===== src/rtl/brick_pkg.sv =====
// Shared types and geometry helpers for the brick field manager.
package brick_pkg;

  typedef enum logic [1:0] {
    IDLE = 2'd0,
    SCAN = 2'd1,
    HIT  = 2'd2
  } state_e;

  function automatic int pitch(input int size, input int gap);
    return size + gap;
  endfunction

  function automatic int grid_n(input int rows, input int cols);
    return rows * cols;
  endfunction

endpackage


===== src/rtl/brick_hp_bank.sv =====
// Per-brick hit-point counters and exist bits with load-all and decrement-one ports.
module brick_hp_bank #(
  parameter int N       = 12,
  parameter int HP_W    = 2,
  parameter int INIT_HP = 1,
  parameter int IDX_W   = 4
) (
  input  logic             clk,
  input  logic             rst,
  input  logic             load_i,
  input  logic             dec_i,
  input  logic [IDX_W-1:0] addr_i,
  output logic [N-1:0]     exist_o,
  output logic             zero_o
);

  logic [HP_W-1:0] hp_q [N];
  logic [N-1:0]    exist_q;

  // zero_o means the addressed entry reaches zero if decremented now
  assign zero_o  = (hp_q[addr_i] == HP_W'(1));
  assign exist_o = exist_q;

  always_ff @(posedge clk or negedge rst) begin
    if (!rst) begin
      exist_q <= {N{1'b1}};
      for (int i = 0; i < N; i++) hp_q[i] <= HP_W'(INIT_HP);
    end else if (load_i) begin
      exist_q <= {N{1'b1}};
      for (int i = 0; i < N; i++) hp_q[i] <= HP_W'(INIT_HP);
    end else if (dec_i) begin
      hp_q[addr_i] <= hp_q[addr_i] - HP_W'(1);
      if (zero_o) exist_q[addr_i] <= 1'b0;
    end
  end

endmodule


===== src/rtl/brick_field.sv =====
// Brick grid manager: one-brick-per-clock scan against the ball box, hit
// reporting with bounce axis, score and brick count bookkeeping.
module brick_field
  import brick_pkg::*;
#(
  parameter int ROWS      = 2,
  parameter int COLS      = 6,
  parameter int COORD_W   = 10,
  parameter int ORIGIN_X  = 134,
  parameter int ORIGIN_Y  = 18,
  parameter int BRICK_W   = 60,
  parameter int BRICK_H   = 12,
  parameter int GAP_X     = 3,
  parameter int GAP_Y     = 3,
  parameter int BALL_SIZE = 8,
  parameter int HP_W      = 2,
  parameter int INIT_HP   = 1,
  parameter int POINTS    = 10,
  parameter int SCORE_W   = 16
) (
  input  logic                             clk,
  input  logic                             rst,
  input  logic                             frame_tick,
  input  logic                             reload,
  input  logic [COORD_W-1:0]               ball_x,
  input  logic [COORD_W-1:0]               ball_y,
  output logic [ROWS*COLS-1:0]             exist,
  output logic                             hit_valid,
  output logic [$clog2(ROWS*COLS)-1:0]     hit_index,
  output logic                             flip_x,
  output logic                             flip_y,
  output logic                             scan_done,
  output logic                             busy,
  output logic [SCORE_W-1:0]               score,
  output logic [$clog2(ROWS*COLS+1)-1:0]   bricks_left,
  output logic                             level_clear
);

  localparam int N     = grid_n(ROWS, COLS);
  localparam int IDX_W = $clog2(N);
  localparam int CNT_W = $clog2(N + 1);
  localparam int PX    = pitch(BRICK_W, GAP_X);
  localparam int PY    = pitch(BRICK_H, GAP_Y);
  localparam int CW    = COORD_W + 1;
  localparam int RW    = (ROWS > 1) ? $clog2(ROWS) : 1;
  localparam int CLW   = (COLS > 1) ? $clog2(COLS) : 1;

  state_e             state_q;
  logic [COORD_W-1:0] bx_q, by_q;
  logic [RW-1:0]      row_q;
  logic [CLW-1:0]     col_q;
  logic [IDX_W-1:0]   idx_q;
  logic [CW-1:0]      xacc_q, yacc_q;
  logic               hit_valid_q, flip_x_q, flip_y_q, level_clear_q;
  logic [IDX_W-1:0]   hit_index_q;
  logic [SCORE_W-1:0] score_q, score_d;
  logic [CNT_W-1:0]   left_q;

  logic [CW-1:0]      ball_l_s, ball_r_s, ball_t_s, ball_b_s, ctr_s, brick_r_s, brick_b_s;
  logic               ov_x_s, ov_y_s, ctr_in_s, overlap_s, last_s, miss_done_s, dec_s, zero_s;
  logic [SCORE_W:0]   score_sum_s;

  // Overlap and bounce-axis test for the brick under evaluation, one bit wider than coordinates
  always_comb begin
    ball_l_s    = {1'b0, bx_q};
    ball_t_s    = {1'b0, by_q};
    ball_r_s    = ball_l_s + CW'(BALL_SIZE);
    ball_b_s    = ball_t_s + CW'(BALL_SIZE);
    ctr_s       = ball_l_s + CW'(BALL_SIZE / 2);
    brick_r_s   = xacc_q + CW'(BRICK_W);
    brick_b_s   = yacc_q + CW'(BRICK_H);
    ov_x_s      = (ball_l_s < brick_r_s) && (xacc_q < ball_r_s);
    ov_y_s      = (ball_t_s < brick_b_s) && (yacc_q < ball_b_s);
    ctr_in_s    = (xacc_q <= ctr_s) && (ctr_s < brick_r_s);
    overlap_s   = (state_q == SCAN) && exist[idx_q] && ov_x_s && ov_y_s;
    last_s      = (row_q == RW'(ROWS - 1)) && (col_q == CLW'(COLS - 1));
    miss_done_s = (state_q == SCAN) && last_s && !overlap_s && !reload;
    dec_s       = (state_q == HIT) && !reload;
    score_sum_s = {1'b0, score_q} + (SCORE_W + 1)'(POINTS);
    score_d     = score_sum_s[SCORE_W] ? {SCORE_W{1'b1}} : score_sum_s[SCORE_W-1:0];
  end

  // Scan FSM with registered hit report, score and brick count
  always_ff @(posedge clk or negedge rst) begin
    if (!rst) begin
      state_q       <= IDLE;
      bx_q          <= '0;
      by_q          <= '0;
      row_q         <= '0;
      col_q         <= '0;
      idx_q         <= '0;
      xacc_q        <= CW'(ORIGIN_X);
      yacc_q        <= CW'(ORIGIN_Y);
      hit_valid_q   <= 1'b0;
      hit_index_q   <= '0;
      flip_x_q      <= 1'b0;
      flip_y_q      <= 1'b0;
      score_q       <= '0;
      left_q        <= CNT_W'(N);
      level_clear_q <= 1'b0;
    end else begin
      hit_valid_q <= 1'b0;
      if (reload) begin
        state_q       <= IDLE;
        left_q        <= CNT_W'(N);
        level_clear_q <= 1'b0;
      end else begin
        case (state_q)
          IDLE: begin
            if (frame_tick && !level_clear_q) begin
              bx_q    <= ball_x;
              by_q    <= ball_y;
              row_q   <= '0;
              col_q   <= '0;
              idx_q   <= '0;
              xacc_q  <= CW'(ORIGIN_X);
              yacc_q  <= CW'(ORIGIN_Y);
              state_q <= SCAN;
            end
          end
          SCAN: begin
            if (overlap_s) begin
              hit_valid_q <= 1'b1;
              hit_index_q <= idx_q;
              flip_x_q    <= !ctr_in_s;
              flip_y_q    <= ctr_in_s;
              state_q     <= HIT;
            end else if (last_s) begin
              state_q <= IDLE;
            end else begin
              idx_q <= idx_q + IDX_W'(1);
              if (col_q == CLW'(COLS - 1)) begin
                col_q  <= '0;
                row_q  <= row_q + RW'(1);
                xacc_q <= CW'(ORIGIN_X);
                yacc_q <= yacc_q + CW'(PY);
              end else begin
                col_q  <= col_q + CLW'(1);
                xacc_q <= xacc_q + CW'(PX);
              end
            end
          end
          HIT: begin
            if (zero_s) begin
              left_q  <= left_q - CNT_W'(1);
              score_q <= score_d;
            end
            state_q <= IDLE;
          end
          default: state_q <= IDLE;
        endcase
        if (left_q == '0) level_clear_q <= 1'b1;
      end
    end
  end

  brick_hp_bank #(
    .N      (N),
    .HP_W   (HP_W),
    .INIT_HP(INIT_HP),
    .IDX_W  (IDX_W)
  ) u_bank (
    .clk    (clk),
    .rst    (rst),
    .load_i (reload),
    .dec_i  (dec_s),
    .addr_i (hit_index_q),
    .exist_o(exist),
    .zero_o (zero_s)
  );

  assign hit_valid   = hit_valid_q;
  assign hit_index   = hit_index_q;
  assign flip_x      = flip_x_q;
  assign flip_y      = flip_y_q;
  assign scan_done   = hit_valid_q | miss_done_s;
  assign busy        = (state_q != IDLE);
  assign score       = score_q;
  assign bricks_left = left_q;
  assign level_clear = level_clear_q;

endmodule


===== config.mk =====
export PLATFORM = sky130hd
export DESIGN_NAME = brick_field
export DESIGN_NICKNAME = d
export VERILOG_FILES = /design/src/rtl/brick_pkg.sv /design/src/rtl/brick_hp_bank.sv /design/src/rtl/brick_field.sv
export SDC_FILE = /design/constraint.sdc
export NUM_CORES = 1
export LEC_CHECK = 0
export ABC_CLOCK_PERIOD_IN_PS = 5300
export BUFFER_PORTS_ARGS = -buffer_cell sky130_fd_sc_hd__buf_2
export CAP_MARGIN = 20
export CORE_ASPECT_RATIO = 0.6
export CORE_MARGIN = 2
export CORE_UTILIZATION = 60
export CTS_CLUSTER_SIZE = 40
export DETAILED_ROUTE_END_ITERATION = 12
export GPL_TIMING_DRIVEN = 0
export PLACE_DENSITY = 0.84
export SETUP_SLACK_MARGIN = 0.3
export SLEW_MARGIN = 15
export SYNTH_ARGS = -nofsm -noshare
export SYNTH_HDL_FRONTEND = slang
export SYNTH_HIERARCHICAL = 1
export SYNTH_SLANG_ARGS = --single-unit

===== constraint.sdc =====
create_clock -name clk -period 5.3 [get_ports clk]
set_input_delay 0.53 -clock clk [delete_from_list [all_inputs] [get_ports clk]]
set_output_delay 0.53 -clock clk [all_outputs]
set_load 0.01 [all_outputs]

Word level (Yosys, flattened, before mapping)

Index checks and enable logic that the tools add are counted.

Register bits after elaboration: 116

Add/subtract/negate cells: 13
$lt $le $gt $ge: 11
Equal/unequal tests: 10
Muxes and demuxes: 53
Bitwise logic cells: 5
Reduce and logical (&&, ||, !) cells: 34

Operators with widths:

| operator                                                                      | number |
|---|---|
| 11-bit 2-to-1 mux                                                             | 8 |
| 24-bit 2-to-1 mux                                                             | 2 |
| 11-bit case mux with 2 select lines                                           | 2 |
| 12-bit 2-to-1 mux                                                             | 3 |
| 11-bit less-than comparator                                                   | 3 |
| 24-bit bitwise mux                                                            | 1 |
| 4-bit 2-to-1 mux                                                              | 6 |
| 10-bit by 4-bit adder with 11-bit output (second input constant)              | 2 |
| 11-bit by 4-bit adder with 11-bit output (second input constant)              | 2 |
| 11-bit by 6-bit adder with 11-bit output (second input constant)              | 2 |
| 10-bit by 11-bit less-than comparator with 1-bit output                       | 2 |
| 16-bit by 4-bit adder with 17-bit output (second input constant)              | 1 |
| 16-bit 2-to-1 mux                                                             | 1 |
| 1-bit logical AND                                                             | 14 |
| 2-bit 2-to-1 mux                                                              | 7 |
| 12-bit AND                                                                    | 1 |
| 3-bit 2-to-1 mux                                                              | 4 |
| 12-bit inverter                                                               | 1 |
| 2-bit nonzero test                                                            | 6 |
| 10-bit by 3-bit adder with 11-bit output (second input constant)              | 1 |
| 11-bit less-or-equal comparator                                               | 1 |
| 1-bit 2-to-1 mux                                                              | 11 |
| 4-bit by 5-bit less-than comparator with 1-bit output (second input constant) | 2 |
| 3-bit AND reduction                                                           | 3 |
| 32 further kinds                                                              | 40 |

Logic depth before layout (Yosys ltp)

Gate-level depths: netlist of run 1.

Depth in word-level cells: 9
Depth in mapped cells: 15

By module

The synthesis of run 1 kept the hierarchy.

By module, submodules not included:

| module        | instances | cells an instance | area an instance (um^2) | seq. area each (um^2) |
|---|---|---|---|---|
| brick_field   | 1         | 603               | 5719.2                  | 2010.7 |
| brick_hp_bank | 1         | 174               | 1846.8                  | 930.9 |

Worst setup path before layout of run 1

OpenSTA, ideal clock, no wires.

Kind: register to register
From: reg bx_q[5] (netlist name)
To: reg bx_q[3]
Library setup time: 0.125 ns
Arrival time: 3.257 ns
Required time: 5.175 ns
Path slack: 1.917 ns
Stages on the path, launching flop included: 15
Period minus slack after synthesis: 3.383 ns
Path through: dfrtp_1 clkbuf_1 nand3_1 or2_2 ha_1 a222oi_1 nor4b_2 o311a_1 nand4_2 a2111oi_4 a21oi_2 and2_1 buf_6 buf_6 mux2_4

RTL lines:

| element              | line               | text |
|---|---|---|
| to (signal assigned) | brick_field.sv:111 | `bx_q <= ball_x;` |
| to (decl)            | brick_field.sv:49  | `logic [COORD_W-1:0] bx_q, by_q;` |

Worst setup path after layout of run 1

From: reg bx_q[8]
To: out scan_done

Longest elaborated chain between the ends: 9
Elaborated cells between the ends (all ways): 10
Those cells by class: 1 x add/sub; 2 x order compare; 1 x bitwise; 6 x reduce/logical

RTL lines:

| element                                  | line               | text |
|---|---|---|
| 10-bit by 4-bit adder with 11-bit output | brick_field.sv:67  | `ball_r_s = ball_l_s + CW'(BALL_SIZE);` |
| 11-bit less-than comparator              | brick_field.sv:72  | `ov_x_s = (ball_l_s < brick_r_s) && (xacc_q < ball_r_s);` |
| 1-bit logical AND (*)                    | brick_field.sv:72  |  |
| 1-bit logical AND (*) (2 in series)      | brick_field.sv:75  | `overlap_s = (state_q == SCAN) && exist[idx_q] && ov_x_s && ov_y_s;` |
| 1-bit zero test (*)                      | brick_field.sv:77  | `miss_done_s = (state_q == SCAN) && last_s && !overlap_s && !reload;` |
| 1-bit logical AND (*) (2 in series)      | brick_field.sv:77  |  |
| 1-bit bitwise OR (*)                     | brick_field.sv:176 | `assign scan_done = hit_valid_q \| miss_done_s;` |
| to (decl)                                | brick_field.sv:32  | `output logic scan_done,` |

Every way passes the cells marked *; elsewhere a longest branch is shown, timed or not.

==> impl_metrics.env, run 1 <==
export IMPL_status="complete, no violations"
export IMPL_worst_pin_slew_ns=1.11
export IMPL_drv_cap=0
export IMPL_io_pins=66
export IMPL_synth_distinct_cells=69
export IMPL_grt_overflow=0
export IMPL_grt_antenna_before_repair=0
export IMPL_clkTransAtPathRegs_ns=0.06
export IMPL_dpl_cell_area_um2=8130
export IMPL_finalClockSkew_ns=0.00964
export IMPL_htree_levels=4
export IMPL_cp_max_fo=8
export IMPL_drive_above_1_share_pct=21.2
export IMPL_post_dp_hpwl_mm=14.9
export IMPL_synthCells=777
export IMPL_drc=0
export IMPL_p_sw_share_pct=40.8
export IMPL_start_util_pct=62.1
export IMPL_clock_sinks=116
export IMPL_final_hold_viol_count=0
export IMPL_holdCritPathClass="input pin to asynchronous set/reset pin"
export IMPL_rsz0062_at_grt="false"
export IMPL_r2r_end="hit_index[1]"
export IMPL_fin_crit_ns=4.49
export IMPL_cpMaxStageDelayCell="a2111oi_4"
export IMPL_synth_edff_count=0
export IMPL_cp_required_ns=4.77
export IMPL_critPathTopFamily="compound AO/OA/AOI/OAI gates"
export IMPL_arrival_ns=3.96
export IMPL_ir_worst_vdd_mv=0.315
export IMPL_clockBufferDepth=2
export IMPL_cts_tree="yes"
export IMPL_path_cells="clkbuf_1 -> nand4_1 -> or2_2 -> ha_1 -> a222oi_1 -> nor4b_2 -> o311a_1 -> nand4_2 -> a2111oi_4 -> a21oi_1 -> a41o_1 -> buf_2"
export IMPL_gp_congestion=0.936
export IMPL_grt_pass1_vias=6542
export IMPL_grt_start_max_net_pins=86
export IMPL_track_usage_pct=31.3
export IMPL_ys_seq_area_share_pct=38.9
export IMPL_ant_nets=0
export IMPL_syn_area_per_cell_um2=9.74
export IMPL_pwr_share_clk_pct=26.0
export IMPL_dieWidth_um=149
export IMPL_die_area_um2=13600
export IMPL_nets=946
export IMPL_cts_hold_buf=0
export IMPL_layoutNonFillerInstCount=1039
export IMPL_p_total_uw=4470
export IMPL_synth_top_area_cell="dfrtp_1"
export IMPL_critical_path_class="flip-flop to primary output"
export IMPL_power_density_nw_per_um2=513
export IMPL_ys_seq_elements=116
export IMPL_cts_resized=0
export IMPL_dr_first_iter_drc_count=726
export IMPL_dr_total_vias=6740
export IMPL_ys_warn_count=6
export IMPL_post_cts_buffers=0
export IMPL_clk_latency_ns=0.42
export IMPL_worst_path_buf_inv=2
export IMPL_worst_slew_margin_rel_pct=26.0
export IMPL_synth_top_area_share_pct=28.1
export IMPL_max_stage_delay_ns=0.48
export IMPL_num_rows=31
export IMPL_synthesis_area_um2=7570
export IMPL_setup_viol=0
export IMPL_power_frac_comb_pct=44.9
export IMPL_num_antenna_cells=0
export IMPL_crit_path_end_kind="primary output"
export IMPL_die_y_um=91.0
export IMPL_root_buffer="clkbuf_16"
export IMPL_wirelength_mm=20.5
export IMPL_p_leak_uw=0.00382
export IMPL_start_kind="flip-flop"
export IMPL_coreArea_um2=12200
export IMPL_synth_fp_nets=862
export IMPL_fmax_ghz=0.223
export IMPL_ys_async_sr_fraction_pct=100
export IMPL_r2r_slack_ns=1.26
export IMPL_fin_crit_sh_pct=84.8
export IMPL_port_buffers=64
export IMPL_ys_flop_type="dfrtp_1"
export IMPL_synth_common_cells="85 x dfrtp_1, 61 x ha_1, 59 x nand2_1"
export IMPL_dp_cells=1007
export IMPL_wl_per_cell_um=19.7
export IMPL_p_seq_share_pct=29.0
export IMPL_rr_startpoint="bx_q[8]"
export IMPL_slew_violations=0
export IMPL_switchingPower_uw=1820
export IMPL_rr_worst_depth=12
export IMPL_setup_tns_ns=0
export IMPL_synth_area_top_cells="dfrtp_1 28%, dfstp_2 11%, ha_1 10%"
export IMPL_drtPass1Iterations=6
export IMPL_avgViaCountPerCell=6.49
export IMPL_area_growth_pct=15.2
export IMPL_grt_pass1_wl_mm=33.3
export IMPL_synth_most_common_cell="dfrtp_1"
export IMPL_intPower_uw=2650
export IMPL_cts_buffers=17
export IMPL_finalInstanceArea_um2=8720
## cell type report
cell class                 instances  area [µm²]
multi-input combinational        583        4290
fill                             898        3460
sequential                       116        2940
clock buffer                      19         433
timing repair buffer              65         354
tap                              165         206
buffer                            43         200
clock inverter                    13         160
inverter                          35         131
## how the worst max path moves through the flow
stage | startpoint | endpoint | slack (ns) | depth (start not counted)
after floorplan | bx_q[5] | bx_q[3] | 1.92 | 14
after global placement | bx_q[5] | scan_done | 1.46 | 12
after detailed placement | bx_q[5] | scan_done | 1.37 | 12
after CTS | bx_q[5] | scan_done | 0.83 | 12
after global routing | bx_q[8] | scan_done | 0.62 | 12
final | bx_q[8] | scan_done | 0.81 | 12
## power by group through the flow
stage / combinational (µW) / clock [µW] / sequential [µW]
floorplan: 1450 / 0 / 1240
global placement: 1840 / 0 / 1280
CTS: 1970 / 1170 / 1290
finish: 2010 / 1160 / 1300
global route: 2220 / 1210 / 1320
detailed placement: 1940 / 0 / 1300
## placed cells by master, fill, tap and decap left out, types with 7 or more instances in the layout
master,instances
mux4_2,8
or3_1,10
xnor2_1,22
a41oi_1,11
and3_1,13
clkbuf_16,17
mux2_4,13
a211oi_1,17
o21a_1,10
mux2_2,11
nand2b_1,11
nand2_1,59
nand3_1,46
clkbuf_1,31
a21o_1,9
o21ai_0,57
xor2_1,19
ha_1,61
a21oi_1,40
buf_2,73
nor2_1,46
nor4_1,7
inv_1,35
nor3_1,8
dfstp_2,31
nand4_1,11
dfrtp_1,85
## stage by stage
stage | hold WS, ns | setup slack, ns | utilization [%]
2_1_floorplan | 0.234 | 1.92 | -
3_3_place_gp | 0.453 | 1.46 | 66.4
3_5_place_dp | 0.445 | 1.37 | 66.7
4_1_cts | 0.0104 | 0.830 | 71.6
5_1_grt | 0.0256 | 0.620 | 71.6
6_report | 0.0120 | 0.808 | 71.6
## sequential cells by signal (all words and copies together), names as in the netlist
register / cells
u_bank/exist_o: 12
row_q: 1
flip_y: 1
by_q: 10
xacc_q: 11
hit_valid: 1
col_q: 3
yacc_q: 11
score: 16
u_bank/hp_q: 24
idx_q: 4
bx_q: 10
hit_index: 4
flip_x: 1
level_clear: 1
bricks_left: 4
state_q: 2
## kinds of logic (layout without fill, tap and decap cells)
family                     count (synthesis)  count (layout)  share of synthesized area [%]
AOI/OAI and AO/OA                        192             192                           17.0
xor gates and xnor gates                  42              42                           5.04
adders and majority gates                 61              61                           10.1
buffers and inverters                     78             175                           4.38
DFF                                      116             116                           38.9
muxes                                     38              38                           7.41
and+or+nand+nor                          250             250                           17.2
## metal layers
metal / up-vias / GRT usage (%) / share of wire (%)
li1: 3023 / - / -
met1: 3275 / 46.5 / 45
met2: 403 / 46.2 / 43
met3: 39 / 7.99 / 10
met4: 0 / 6.75 / 1.5
met5: - / 0 / 0
## worst reg2reg max path, stage by stage (launching register included)
cell and delay (ns):
dfrtp_1 0.32, clkbuf_1 0.37, nand4_1 0.22, or2_2 0.37
ha_1 0.33, a222oi_1 0.27, nor4b_2 0.29, o311a_1 0.23
nand4_2 0.15, a2111oi_4 0.35, and3_1 0.22, clkbuf_1 0.42
mux2_2 0.40
No activity file was read; power rests on OpenSTA's default activity.
==> inputs of run 2 (changes only) <==
- ABC_AREA: default -> 1
- ABC_CLOCK_PERIOD_IN_PS: 5300 -> 4550
- clock period: 5.3 -> 4.55 ns (I/O delays scaled with it)
==> run 2 against run 1 <==
- hold slack gained 0.26 ns
- synthesized cell count grew 38%
- clock skew grew 0.0014 ns
- utilization shrank 0.13 points
- sequential share of layout area shrank 1.9 points
- via count grew 14%
- final cell count grew 29%
- largest cell class unchanged
- largest power group unchanged
- highest routed layer unchanged
==> impl_metrics.env, run 2 <==
export IMPL_synth_top_area_share_pct=26.5
export IMPL_drive_above_1_share_pct=16.8
export IMPL_avgViaCountPerCell=5.71
export IMPL_clkTransAtPathRegs_ns=0.06
export IMPL_fmax_ghz=0.268
export IMPL_critical_path_class="flip-flop to primary output"
export IMPL_largest_reg_flops=24
export IMPL_synth_area_top_cells="dfrtp_1 27%, nand2_1 15%, dfstp_2 10%"
export IMPL_drv_cap=0
export IMPL_dr_first_iter_drc_count=808
export IMPL_fin_crit_sh_pct=82.1
export IMPL_whs_ns=0.275
export IMPL_setup_viol=0
export IMPL_synth_top_area_cell="dfrtp_1"
export IMPL_cts_buffers=17
export IMPL_clk_latency_ns=0.41
export IMPL_ys_seq_elements=116
export IMPL_fin_crit_ns=3.74
export IMPL_r2r_slack_ns=1.44
export IMPL_io_pins=66
export IMPL_cp_required_ns=4.09
export IMPL_mostFrequentLayoutCells="312 x nand2_1, 114 x inv_1, 92 x nor2_1"
export IMPL_ys_seq_area_share_pct=36.7
export IMPL_worst_pin_slew_ns=0.654
export IMPL_nets=1247
export IMPL_post_cts_buffers=0
export IMPL_clockBufferDepth=2
export IMPL_p_leak_uw=0.00462
export IMPL_rr_worst_depth=14
export IMPL_coreArea_um2=12900
export IMPL_ys_warn_count=6
export IMPL_ir_worst_vdd_mv=0.263
export IMPL_synth_distinct_cells=50
export IMPL_grt_overflow=0
export IMPL_grt_pass1_vias=7146
export IMPL_clock_sinks=116
export IMPL_synth_most_common_cell="nand2_1"
export IMPL_post_dp_hpwl_mm=15.9
export IMPL_dr_total_vias=7678
export IMPL_wl_per_cell_um=15.9
export IMPL_holdCritPathClass="input pin to flip-flop"
export IMPL_grt_start_max_net_pins=82
export IMPL_root_buffer="clkbuf_16"
export IMPL_die_y_um=93.6
export IMPL_rsz0062_at_grt="false"
export IMPL_synth_common_cells="312 x nand2_1, 114 x inv_1, 92 x nor2_1"
export IMPL_area_growth_pct=15.2
export IMPL_crit_path_end_kind="primary output"
export IMPL_mostFrequentLayoutCell="nand2_1"
export IMPL_grt_antenna_before_repair=0
export IMPL_rr_startpoint="yacc_q[2]"
export IMPL_cp_max_fo=8
export IMPL_setup_tns_ns=0
export IMPL_start_util_pct=62.1
export IMPL_gp_congestion=0.912
export IMPL_holdPathStages=2
export IMPL_finalClockSkew_ns=0.0111
export IMPL_die_area_um2=14300
export IMPL_drc=0
export IMPL_ant_nets=0
export IMPL_arrival_ns=3.28
export IMPL_synth_fp_nets=1161
export IMPL_cts_tree="yes"
export IMPL_drtPass1Iterations=6
export IMPL_htree_levels=4
export IMPL_final_hold_viol_count=0
export IMPL_num_antenna_cells=0
export IMPL_ys_async_sr_fraction_pct=100
export IMPL_track_usage_pct=31.2
export IMPL_num_rows=32
export IMPL_wirelength_mm=21.4
export IMPL_ys_flop_type="dfrtp_1"
export IMPL_top_register="u_bank/hp_q"
export IMPL_synth_edff_count=0
export IMPL_start_kind="flip-flop"
export IMPL_syn_area_per_cell_um2=7.46
export IMPL_dieWidth_um=153
export IMPL_grt_pass1_wl_mm=35.7
export IMPL_hp_start="ball_y[0]"
export IMPL_power_density_nw_per_um2=475
export IMPL_port_buffers=65
export IMPL_slew_violations=0
export IMPL_r2r_end="xacc_q[6]"
export IMPL_synthesis_area_um2=8030
export IMPL_holdPathEnd="by_q[0]"
export IMPL_status="complete, no violations"
export IMPL_worst_slew_margin_rel_pct=56.4
export IMPL_utilization_pct=71.5
export IMPL_synthCells=1076
==> run 2: changes by cell type in the layout (fill, tap and decap cells not counted), moves of 14 or more <==
cell      delta
nand3_1     +17
nor2_2      +14
o21ai_0     -20
a21oi_1     +14
inv_1       +79
a211oi_1    -16
nor2_1      +46
nand2_1    +253
clkbuf_1    -14
nand4_1     +45
==> run 2: kinds of logic (layout without fill, tap and decap cells) <==
logic type,after synthesis,in the layout,synth area share [%]
AND/OR/NAND/NOR,580,580,32.5
buffers and inverters,158,257,8.23
flip-flops,116,116,36.7
AO/OA/AOI/OAI,112,112,7.44
adder cells (fa/ha/maj),61,61,9.51
XOR/XNOR,39,39,4.26
multiplexers,10,10,1.40
==> run 2: repair_timing <==
item	4_1_cts	5_1_grt
endpoints found under the hold margin	26	0
hold buffers	1	0
gates resized for setup	0	0
==> run 2: cell type report <==
| class | instances | area [µm²] |
|---|---|---|
| well taps | 170 | 213 |
| clock inverters | 11 | 175 |
| clock buffers | 21 | 460 |
| multi-input cells | 802 | 4420 |
| plain buffers | 34 | 193 |
| flip-flops and latches | 116 | 2940 |
| fillers | 1029 | 3690 |
| repair buffers | 67 | 369 |
| inverters | 124 | 468 |
==> run 2: worst max path at each step <==
stage                     startpoint         to  slack, ns  depth (start not counted)
after floorplan            yacc_q[2]  scan_done       1.88                         13
after global placement     yacc_q[2]  scan_done       1.35                         14
after detailed placement   yacc_q[2]  scan_done       1.30                         14
after CTS                  xacc_q[2]  scan_done       0.86                         15
after global routing       yacc_q[2]  scan_done       0.60                         14
final                      yacc_q[2]  scan_done       0.81                         14
==> run 2: power by group <==
| group | internal, µW | switching, µW |
|---|---|---|
| Sequential | 1170 | 167 |
| Clock | 949 | 503 |
| Combinational | 588 | 1020 |
==> run 2: routing by layer <==
metal / part of all wire, % / global-route usage [%] / vias up
met3: 9.6 / 6.26 / 27
met1: 48 / 47.3 / 3624
met4: 1.0 / 8.26 / 0
met5: 0 / 0 / -
li1: - / - / 3680
met2: 42 / 45.3 / 347
==> run 2: worst max-delay path, stage by stage (launching register included) <==
cell and delay (ns):
dfrtp_1 0.48, inv_1 0.08, ha_1 0.25, nor2_2 0.22, nand3_1 0.11, xor2_1 0.16
ha_1 0.29, a21oi_1 0.14, nand3b_1 0.11, nand3_1 0.09, nor2_2 0.30, nand4_4 0.29
nand2_1 0.13, o21bai_1 0.09, buf_2 0.15
==> run 2: stage by stage <==
stage / area, µm² / power (µW) / instances / worst slack [ns]
final: 9240 / 4390 / 1345 / 0.814
after global routing: 9240 / 4690 / 1345 / 0.599
after CTS: 9240 / 4380 / 1345 / 0.860
after detailed placement: 8600 / 2910 / 1312 / 1.30
after global placement: 8560 / 2830 / 1311 / 1.35
after floorplan: 8030 / 2480 / 1076 / 1.88
==> inputs of run 3 (changes only) <==
- ABC_AREA: 1 -> 0
- ABC_CLOCK_PERIOD_IN_PS: 4550 -> 3100
- CORE_UTILIZATION: 60 -> 55
- PLACE_DENSITY: 0.84 -> 0.81
- clock period: 4.55 -> 3.1 ns (I/O delays scaled with it)
==> run 3 against run 2 <==
- the flow now finishes with violations (negative setup slack)
- hold slack got worse by 0.16 ns
- flip-flop and latch count unchanged
- worst setup slack worse by 1.4 ns
- non-clock buffer count is 57 higher
- count of clock-buffer cells in the layout fell by 4
- global-route usage is 0.11 points lower
- utilization up 1.5 points
- combinational power rose to 2.8 times the previous value
- design area up 7.0%
- clock skew shrank 0.0027 ns
- highest routed layer unchanged
==> impl_metrics.env, run 3 (synthesis gave the netlist of run 1 again) <==
export IMPL_drive_above_1_share_pct=36.3
export IMPL_clock_sinks=116
export IMPL_status="finished with violations"
export IMPL_grt_start_max_net_pins=82
export IMPL_dr_total_vias=6956
export IMPL_seq_area_um2=2950
export IMPL_grt_pass1_wl_mm=35.3
export IMPL_fillers=918
export IMPL_wl_per_cell_um=20.6
export IMPL_holdCritPathClass="input pin to flip-flop"
export IMPL_power_frac_comb_pct=51.2
export IMPL_start_util_pct=55.9
export IMPL_worst_pin_slew_ns=1.14
export IMPL_area_growth_pct=30.7
export IMPL_cts_tree="yes"
export IMPL_final_hold_viol_count=0
export IMPL_clk_latency_ns=0.42
export IMPL_drtPass1Iterations=5
export IMPL_intPower_uw=5090
export IMPL_start_kind="flip-flop"
export IMPL_power_density_nw_per_um2=879
export IMPL_p_seq_share_pct=25.5
export IMPL_p_sw_share_pct=41.4
export IMPL_track_usage_pct=31.1
export IMPL_dieWidth_um=155
export IMPL_switchingPower_uw=3600
export IMPL_fin_crit_ns=3.67
export IMPL_drc=0
export IMPL_root_buffer="clkbuf_16"
export IMPL_largest_reg_flops=24
export IMPL_coreArea_um2=13500
export IMPL_mostFrequentLayoutCells="79 x dfrtp_1, 66 x buf_2, 54 x ha_1"
export IMPL_gp_congestion=0.938
export IMPL_cts_buffers=17
export IMPL_drv_cap=0
export IMPL_worst_slew_margin_rel_pct=23.8
export IMPL_pwr_share_clk_pct=23.2
export IMPL_io_pins=66
export IMPL_fin_crit_sh_pct=118
export IMPL_p_total_uw=8690
export IMPL_crit_path_end_kind="primary output"
export IMPL_port_buffers=64
export IMPL_arrival_ns=3.36
export IMPL_die_y_um=94.9
export IMPL_multiInputGateArea_um2=4810
export IMPL_clockBufferDepth=2
export IMPL_p_leak_uw=0.00424
export IMPL_failed_checks="negative setup slack"
export IMPL_grt_overflow=0
export IMPL_finalClockSkew_ns=0.00833
export IMPL_critical_path_class="flip-flop to primary output"
export IMPL_cp_max_fo=8
export IMPL_ir_worst_vdd_mv=0.423
export IMPL_setup_ws_ns=-0.572
export IMPL_avgViaCountPerCell=6.32
export IMPL_die_area_um2=14700
export IMPL_utilization_pct=73.0
export IMPL_wirelength_mm=22.7
export IMPL_post_dp_hpwl_mm=14.4
export IMPL_mostFrequentLayoutCell="dfrtp_1"
export IMPL_fmax_ghz=0.272
export IMPL_slew_violations=0
export IMPL_clkTransAtPathRegs_ns=0.06
export IMPL_num_rows=33
export IMPL_top_register="u_bank/hp_q"
export IMPL_nets=996
export IMPL_grt_antenna_before_repair=0
export IMPL_dr_first_iter_drc_count=810
export IMPL_rsz0062_at_grt="true"
export IMPL_setup_viol=64
export IMPL_ant_nets=0
export IMPL_dp_cells=1017
export IMPL_cp_required_ns=2.79
export IMPL_layoutNonFillerInstCount=1100
export IMPL_grt_pass1_vias=6665
export IMPL_htree_levels=4
==> run 3: cell count changes in the layout (fill, tap and decap cells not counted), sizes merged, moves of 15 or more <==
cell | previous run | this run
nand3 | 68 | 46
buf | 83 | 130
mux2 | 10 | 25
nand4 | 57 | 12
a211oi | 1 | 17
nor2 | 110 | 46
nand2 | 315 | 59
inv | 124 | 41
==> run 3: metal layers <==
| layer | track usage, % | vias to the layer above | wire [µm] |
|---|---|---|---|
| met3 | 8.81 | 56 | 2390 |
| li1 | - | 3114 | - |
| met5 | 0 | - | 0 |
| met1 | 46.0 | 3387 | 10200 |
| met4 | 9.94 | 0 | 461 |
| met2 | 43.7 | 399 | 9570 |
==> run 3: power groups by stage <==
stage / Clock [µW] / Combinational (µW) / Sequential [µW]
floorplan: 0 / 2580 / 2120
global placement: 0 / 3280 / 2210
detailed placement: 0 / 3370 / 2230
CTS: 2020 / 4060 / 2190
global route: 2100 / 4840 / 2250
finish: 2020 / 4450 / 2220
==> run 3: layout make-up <==
cell class | instances | share of cell area, %
Clock buffer | 17 | 4.30
Tap cell | 175 | 2.21
Multi-Input combinational cell | 583 | 48.7
Antenna cell | 1 | 0.0253
Clock inverter | 15 | 1.73
Inverter | 35 | 1.33
Sequential cell | 116 | 29.8
Buffer | 43 | 3.87
Timing Repair Buffer | 115 | 8.00
==> run 3: path summary, 6_finish.rpt <==
kind,to,slack [ns],startpoint,cells past startpoint
max,scan_done,-0.57,xacc_q[3],12
min,by_q[3],0.12,ball_y[3],2
max reg2reg,by_q[0],-0.50,bx_q[6],15
min reg2reg,u_bank/exist_o[9],0.49,u_bank/exist_o[9],2
max in group asynchronous,bx_q[3],2.01,rst,3
min in group asynchronous,u_bank/hp_q[7],0.35,rst,2
==> run 3: repair_timing <==
action | CTS | global route
setup endpoints to repair | 79 | 94
pin swaps | 21 | 22
cloned | 1 | 0
hold buffers | 1 | 0
resized for setup | 87 | 54
setup buffers | 40 | 8
endpoints found under the hold margin | 15 | 0
==> run 3: per-stage QoR <==
stage               hold slack [ns]  cell area [µm²]  setup TNS [ns]  worst slack (ns)
floorplan                    0.0144             7770               0            0.0255
global placement              0.472             8310          -18.37            -0.490
detailed placement            0.229             8350          -22.25            -0.561
CTS                           0.113             9610           -9.34            -0.467
global route                  0.118             9880          -33.54            -0.685
finish                        0.115             9890          -23.60            -0.572
==> run 3: worst max-delay path, stage by stage, from the launching register on <==
cell and delay, ns:
dfrtp_2 0.48, inv_2 0.11, ha_4 0.17, nor3b_4 0.25, xor2_2 0.24, ha_1 0.30
and3_1 0.17, a32oi_2 0.19, nand3_2 0.17, a2111oi_4 0.40, a21oi_1 0.11, a41o_1 0.22
buf_6 0.13
